===== src/rtl/iord_sequencer.sv =====
// iord_sequencer: arbitrates instruction fetch, data load/store and exception-vector
// fetch for the multicycle core. Drives the memory-address mux select, the memory
// write strobe and the IR/MDR/EPC/PC capture strobes. Every output is decoded from
// registered state only.

module iord_sequencer #(
    parameter int unsigned MEM_LAT = 1
) (
    input  logic       clk,
    input  logic       reset,
    input  logic       fetch_req,
    input  logic       data_req,
    input  logic       data_src,
    input  logic       data_wr,
    input  logic       exc_opcode,
    input  logic       exc_overflow,
    input  logic       exc_div0,
    output logic [2:0] iordmux,
    output logic       mem_wr,
    output logic       ir_load,
    output logic       mdr_load,
    output logic       epc_write,
    output logic       pc_vec_load,
    output logic [1:0] exc_cause,
    output logic       busy,
    output logic       done
);

    // Address mux codes
    localparam logic [2:0] MuxPc     = 3'b000;
    localparam logic [2:0] MuxAlu    = 3'b001;
    localparam logic [2:0] MuxAluOut = 3'b010;
    localparam logic [2:0] MuxVec253 = 3'b011;
    localparam logic [2:0] MuxVec254 = 3'b100;
    localparam logic [2:0] MuxVec255 = 3'b101;

    // Exception cause codes
    localparam logic [1:0] CauseNone = 2'b00;
    localparam logic [1:0] CauseOpc  = 2'b01;
    localparam logic [1:0] CauseOvf  = 2'b10;
    localparam logic [1:0] CauseDiv  = 2'b11;

    // Counter load value; first ACCESS cycle is recognised by the counter still holding it
    localparam logic [3:0] LatCnt = 4'(MEM_LAT);

    typedef enum logic [1:0] {
        StIdle,
        StAccess,
        StDone
    } state_e;

    typedef enum logic [1:0] {
        KindFetch,
        KindLoad,
        KindStore,
        KindExc
    } kind_e;

    state_e     state_q, state_d;
    kind_e      kind_q, kind_d;
    logic [2:0] code_q, code_d;
    logic [3:0] cnt_q, cnt_d;
    logic [1:0] cause_q, cause_d;

    // Pending exceptions, bit 0 = opcode, bit 1 = overflow, bit 2 = div0
    logic [2:0] pend_q, pend_d;
    logic [2:0] pend_eff;

    // Grant decode results
    logic       grant;
    logic [2:0] grant_exc;
    kind_e      g_kind;
    logic [2:0] g_code;
    logic [1:0] g_cause;

    // Pending set including this cycle's pulses, so a pulse is seen by the IDLE arbiter
    // in the same cycle and is never lost when it coincides with a grant
    always_comb begin
        pend_eff = pend_q | {exc_div0, exc_overflow, exc_opcode};
    end

    // IDLE arbiter: exceptions by fixed priority, then data, then fetch
    always_comb begin
        grant     = 1'b0;
        grant_exc = 3'b000;
        g_kind    = KindFetch;
        g_code    = MuxPc;
        g_cause   = cause_q;
        if (state_q == StIdle) begin
            if (pend_eff[0]) begin
                grant     = 1'b1;
                grant_exc = 3'b001;
                g_kind    = KindExc;
                g_code    = MuxVec253;
                g_cause   = CauseOpc;
            end else if (pend_eff[1]) begin
                grant     = 1'b1;
                grant_exc = 3'b010;
                g_kind    = KindExc;
                g_code    = MuxVec254;
                g_cause   = CauseOvf;
            end else if (pend_eff[2]) begin
                grant     = 1'b1;
                grant_exc = 3'b100;
                g_kind    = KindExc;
                g_code    = MuxVec255;
                g_cause   = CauseDiv;
            end else if (data_req) begin
                grant  = 1'b1;
                g_kind = data_wr ? KindStore : KindLoad;
                g_code = data_src ? MuxAluOut : MuxAlu;
            end else if (fetch_req) begin
                grant  = 1'b1;
                g_kind = KindFetch;
                g_code = MuxPc;
            end
        end
    end

    // FSM state register
    always_ff @(posedge clk) begin
        if (reset) begin
            state_q <= StIdle;
        end else begin
            state_q <= state_d;
        end
    end

    // FSM next state
    always_comb begin
        state_d = state_q;
        unique case (state_q)
            StIdle: begin
                if (grant) begin
                    state_d = StAccess;
                end
            end
            StAccess: begin
                if (cnt_q == 4'd1) begin
                    state_d = StDone;
                end
            end
            StDone: begin
                state_d = StIdle;
            end
            default: begin
                state_d = StIdle;
            end
        endcase
    end

    // Access context next values: latched on grant, counter runs during ACCESS
    always_comb begin
        kind_d  = kind_q;
        code_d  = code_q;
        cnt_d   = cnt_q;
        cause_d = cause_q;
        pend_d  = pend_eff & ~grant_exc;
        if (grant) begin
            kind_d  = g_kind;
            code_d  = g_code;
            cnt_d   = LatCnt;
            cause_d = g_cause;
        end else if (state_q == StAccess) begin
            cnt_d = cnt_q - 4'd1;
        end
    end

    // Access context and pending-exception registers
    always_ff @(posedge clk) begin
        if (reset) begin
            kind_q  <= KindFetch;
            code_q  <= MuxPc;
            cnt_q   <= 4'd0;
            cause_q <= CauseNone;
            pend_q  <= 3'b000;
        end else begin
            kind_q  <= kind_d;
            code_q  <= code_d;
            cnt_q   <= cnt_d;
            cause_q <= cause_d;
            pend_q  <= pend_d;
        end
    end

    // Output decode from registered state only
    always_comb begin
        iordmux     = MuxPc;
        mem_wr      = 1'b0;
        ir_load     = 1'b0;
        mdr_load    = 1'b0;
        epc_write   = 1'b0;
        pc_vec_load = 1'b0;
        busy        = 1'b0;
        done        = 1'b0;
        exc_cause   = cause_q;
        unique case (state_q)
            StIdle: begin
                iordmux = MuxPc;
            end
            StAccess: begin
                iordmux = code_q;
                busy    = 1'b1;
                if (cnt_q == LatCnt) begin
                    mem_wr    = (kind_q == KindStore);
                    epc_write = (kind_q == KindExc);
                end
            end
            StDone: begin
                iordmux     = code_q;
                busy        = 1'b1;
                done        = 1'b1;
                ir_load     = (kind_q == KindFetch);
                mdr_load    = (kind_q == KindLoad);
                pc_vec_load = (kind_q == KindExc);
            end
            default: begin
                iordmux = MuxPc;
            end
        endcase
    end

endmodule


===== config.mk =====
export PLATFORM = sky130hd
export DESIGN_NAME = iord_sequencer
export DESIGN_NICKNAME = d
export VERILOG_FILES = /design/src/rtl/iord_sequencer.sv
export SDC_FILE = /design/constraint.sdc
export NUM_CORES = 1
export LEC_CHECK = 0
export ABC_AREA = 1
export CORE_MARGIN = 2
export CORE_UTILIZATION = 42
export DETAILED_ROUTE_END_ITERATION = 6
export PLACE_DENSITY_LB_ADDON = 0.15
export SYNTH_ARGS = -nofsm -noshare
export SYNTH_HDL_FRONTEND = slang
export SYNTH_SLANG_ARGS = --single-unit

===== constraint.sdc =====
create_clock -name clk -period 1.6 [get_ports clk]
set_input_delay 0.48 -clock clk [delete_from_list [all_inputs] [get_ports clk]]
set_output_delay 0.48 -clock clk [all_outputs]
set_load 0.03 [all_outputs]

# == After elaboration in Yosys (flattened, before gate mapping) ==
# Index checks and enable logic that the tools add are counted.
# Widths: inputs -> output; s select.
# word_totals
reg_bits,16
inputBits,9
out_inout_bits,12
# op_classes
addsub,1
n_eq_ne,8
n_mux,40
bitwise_logic,3
reduce_logical,8
# ops
cell,count
$mux 3,9
$mux 2,13
$mux 1,17
$eq 2x2->1 const B,3
$eq 2x1->1 const B,2
$eq 4x1->1 const B,1
$logic_not 2->1,2
$ne 2x2->1 const B,2
$pmux 2 s2,1
$reduce_or 2->1,2
$sub 4x1->4 const B,1
$and 3x3->3,1
$not 3->3,1
$or 3x3->3,1
$reduce_and 3->1,1
$reduce_bool 3->1,1
$reduce_and 2->1,1
$reduce_bool 2->1,1

# == Longest topological paths before layout ==
# logic_depth
ltp_word,8
depth_mapped,7

# == Worst setup path before layout ==
# OpenSTA, ideal clock, no wires.
# synth_path
kind,flip-flop to output port
from,reg state_q[1]
to,out epc_write
arrival_ps,1728
required_ps,1120
setup_slack_ps,-608
path_stages_with_launch,5
path_buffers,0
path_cell_list,dfxtp_1 inv_1 ha_1 inv_1 nor4_1
# synth_between
elab_chain_len,2
# synth_rtl
item,line,source
from (decl),59,"state_e state_q, state_d;"
from (signal assigned),123,state_q <= StIdle;
from (signal assigned),125,state_q <= state_d;
$eq 2x1->1,197,unique case (state_q)
$mux 1,197,
to (decl),22,"output logic epc_write,"
# Every way passes these cells.

# == Worst setup path in the final report ==
# Ends and elaborated chain as after synthesis.

==> impl_metrics.toml <==
[run_status]
status = "complete, but fails checks"
violations = "setup timing"

[worst_setup_path]
worst_path_dominant_cell_family = "flip-flops"
crit_fanout = 3
crit_required_ns = 1.12
slowest_delay_ns = 0.35
start_kind = "register"
crit_chain = "inv_4 -> ha_4 -> inv_4 -> nor4_4 -> buf_4"
slowest_stage = "dfxtp_2"
critPathMostFrequentCell = "inv_4"
critical_path_class = "register to output port"
crit_buf_inv = 3
crit_arrival_ns = 1.35
cp-end-kind = "output port"

[layout]
instances_no_fill = 181
nets = 170
fin_area_um2 = 1430
num_antenna_cells = 0
drive_gt1_frac = 0.490
synthToLayoutAreaGrowth_pct = 53.6

[die]
rows = 17
core-area_um2 = 2150
initial_core_util = 0.434
io_pins = 21
die_x_um = 51.1
die_area_um2 = 2620
die_h_um = 51.1

[grt]
grt_overflow = 0
grt_pass1_vias = 846
grt_pass1_wl_um = 3500
grt_max_degree = 10
gr-usage-all-layers = 0.180
antenna_found_initial = 0

[logic_synthesis]
synthDistinctLibCells = 28
synthCells = 116
synth_seq_cells = 16
synth_top_area_frac = 0.343
syn_avg_cell_area_um2 = 8.05
synth_area_leaders = "dfxtp_1 (34%), nand2_1 (8.8%), ha_1 (8.0%)"
synth.net_count = 131
yosys_warnings = 0
synth_seq_area_share = 0.343
yosysTopAreaCell = "dfxtp_1"
syn-cell-area_um2 = 933

[pwr]
clkPwrFrac = 0.096
p_comb_frac = 0.630
peakVddDrop_mv = 1.09
p_leak_nw = 0.640
p_switching_mw = 0.978
swShare = 0.450
pwr-share-seq = 0.274
power_density_nw_per_um2 = 1520
p_int_mw = 1.20

[placed_design]
dpl.hpwl_um = 1540
dpl_cell_area_um2 = 1310
port_buffers = 20
dp_cells = 175
place.gp.congestion = 0.772

[clocking]
clk_pin_slew_ns = 0.09
cts_tree = "built"
cts_buffer_depth = 2
postCtsHoldBufs = 0
clkLatencyLatePin_ns = 0.28
cts_num_sinks = 16
cts-root-buf = "clkbuf_4"
htreeDepth = 1
cts_buffers = 3

[routing]
drc = 0
ant_nets = 0
wl_per_cell_um = 11.1
via_per_inst = 4.79
drt_pass1_iterations = 4
vias = 867
drt_wl_total_um = 2000
drt_iter0_drc = 12

[run]
drv_cap = 0

[timing]
clock-skew-final_ns = 0.00514
rsz0062_at_grt = "yes"
drv_slew = 0
finalWorstSetupSlack_ns = -0.231
whs_ns = 0.451
fin_crit_sh = 1.14
worstMarginPinSlew_ns = 0.295
finalSetupViolCount = 9
fmax_mhz = 546
slew_headroom = 0.803
min_period_ns = 1.83
finalHoldViolations = 0

[hold_path]
holdCritPathClass = "register to register"
## worst paths after layout
kind,endpoint,depth (start not counted),slack (ns),startpoint
max,epc_write,5,-0.23,state_q[1]$_SDFFE_PP0P_
min,exc_cause[0]$_SDFFE_PP0P_,2,0.45,exc_cause[0]$_SDFFE_PP0P_
max reg2reg,cnt_q[3]$_SDFFE_PP0N_,7,0.28,state_q[1]$_SDFFE_PP0P_
min reg2reg,exc_cause[0]$_SDFFE_PP0P_,2,0.45,exc_cause[0]$_SDFFE_PP0P_
## final cells by class
type	count	area (um^2)
Sequential cell	16	327
Multi-Input combinational cell	78	637
Inverter	20	86.3
Timing Repair Buffer	36	327
Clock buffer	3	22.5
Fill cell	188	714
Tap cell	28	35.0
## per-layer routing
layer	track usage	routed length, um	up-vias
li1	-	-	444
met3	0.0292	73	2
met4	0.0811	17	0
met2	0.331	1080	18
met1	0.201	832	403
met5	0	0	-
## cell usage in the layout (no fill, tap or decap), drive strengths merged, types with 2 or more instances in the layout
cell           Yosys  layout
or2                2       2
nand2             30      30
ha                 6       6
clkdlybuf4s50      0       8
nor2               7       7
inv               20      19
buf                2      26
clkbuf             0       3
nand3              4       4
dfxtp             16      16
nor4               2       2
dlygate4sd2        0       2
nand4              3       3
a21oi             13      13
o21ai              3       3
nor3               4       4
## what timing repair did
item	in CTS	in global routing
buffers inserted	2	1
gates resized for setup	27	2
pin swaps	6	3
setup endpoints to repair	11	9
## synth_stat cells (all sizes together)
library cell  number
xor2               1
dfxtp             16
nor4               2
nor3               4
xnor2              1
inv               20
nor2               7
nand2             30
a31oi              1
a21oi             13
or2                2
nand3              4
o21ai              3
buf                2
ha                 6
nor3b              1
nand4              3
## state kept, by name, indices dropped and copies added (netlist names)
name	cells
state_q	2
kind_q	2
pend_q	3
code_q	3
cnt_q	4
exc_cause	2
## tightest hold or removal path: cells and delay by family (launching register included)
family                 cells  cell delay, ns
buffers and inverters      1            0.04
AO/OA/AOI/OAI              1            0.05
flip-flops                 1            0.32
## power by group through the flow
stage	sequential [mW]	clock, mW	combinational, mW
6_report	0.595	0.209	1.37
3_5_place_dp	0.572	0	1.19
4_1_cts	0.593	0.216	1.35
3_3_place_gp	0.570	0	1.18
2_1_floorplan	0.618	0	0.795
5_1_grt	0.605	0.240	1.48
## logic make-up (layout without fill, tap and decap cells)
| logic type | Yosys count | in the layout | share of synthesized area |
|---|---|---|---|
| XOR/XNOR | 2 | 2 | 0.0188 |
| adder cells (fa/ha/maj) | 6 | 6 | 0.0804 |
| flip-flops | 16 | 16 | 0.343 |
| AO/OA/AOI/OAI | 17 | 17 | 0.113 |
| buffers and inverters | 22 | 59 | 0.0938 |
| AND/OR/NAND/NOR | 53 | 53 | 0.351 |
## per-stage QoR
step | power, mW | utilization | setup WS [ns] | setup TNS (ns)
after floorplan | 1.41 | - | -0.0425 | -0.0851
after global placement | 1.74 | 0.610 | -0.0871 | -0.902
after detailed placement | 1.77 | 0.610 | -0.116 | -1.07
after CTS | 2.15 | 0.661 | -0.230 | -1.52
after global routing | 2.32 | 0.667 | -0.307 | -2.07
final | 2.17 | 0.667 | -0.231 | -1.45
Note: power is estimated with default switching activity, not from simulation.
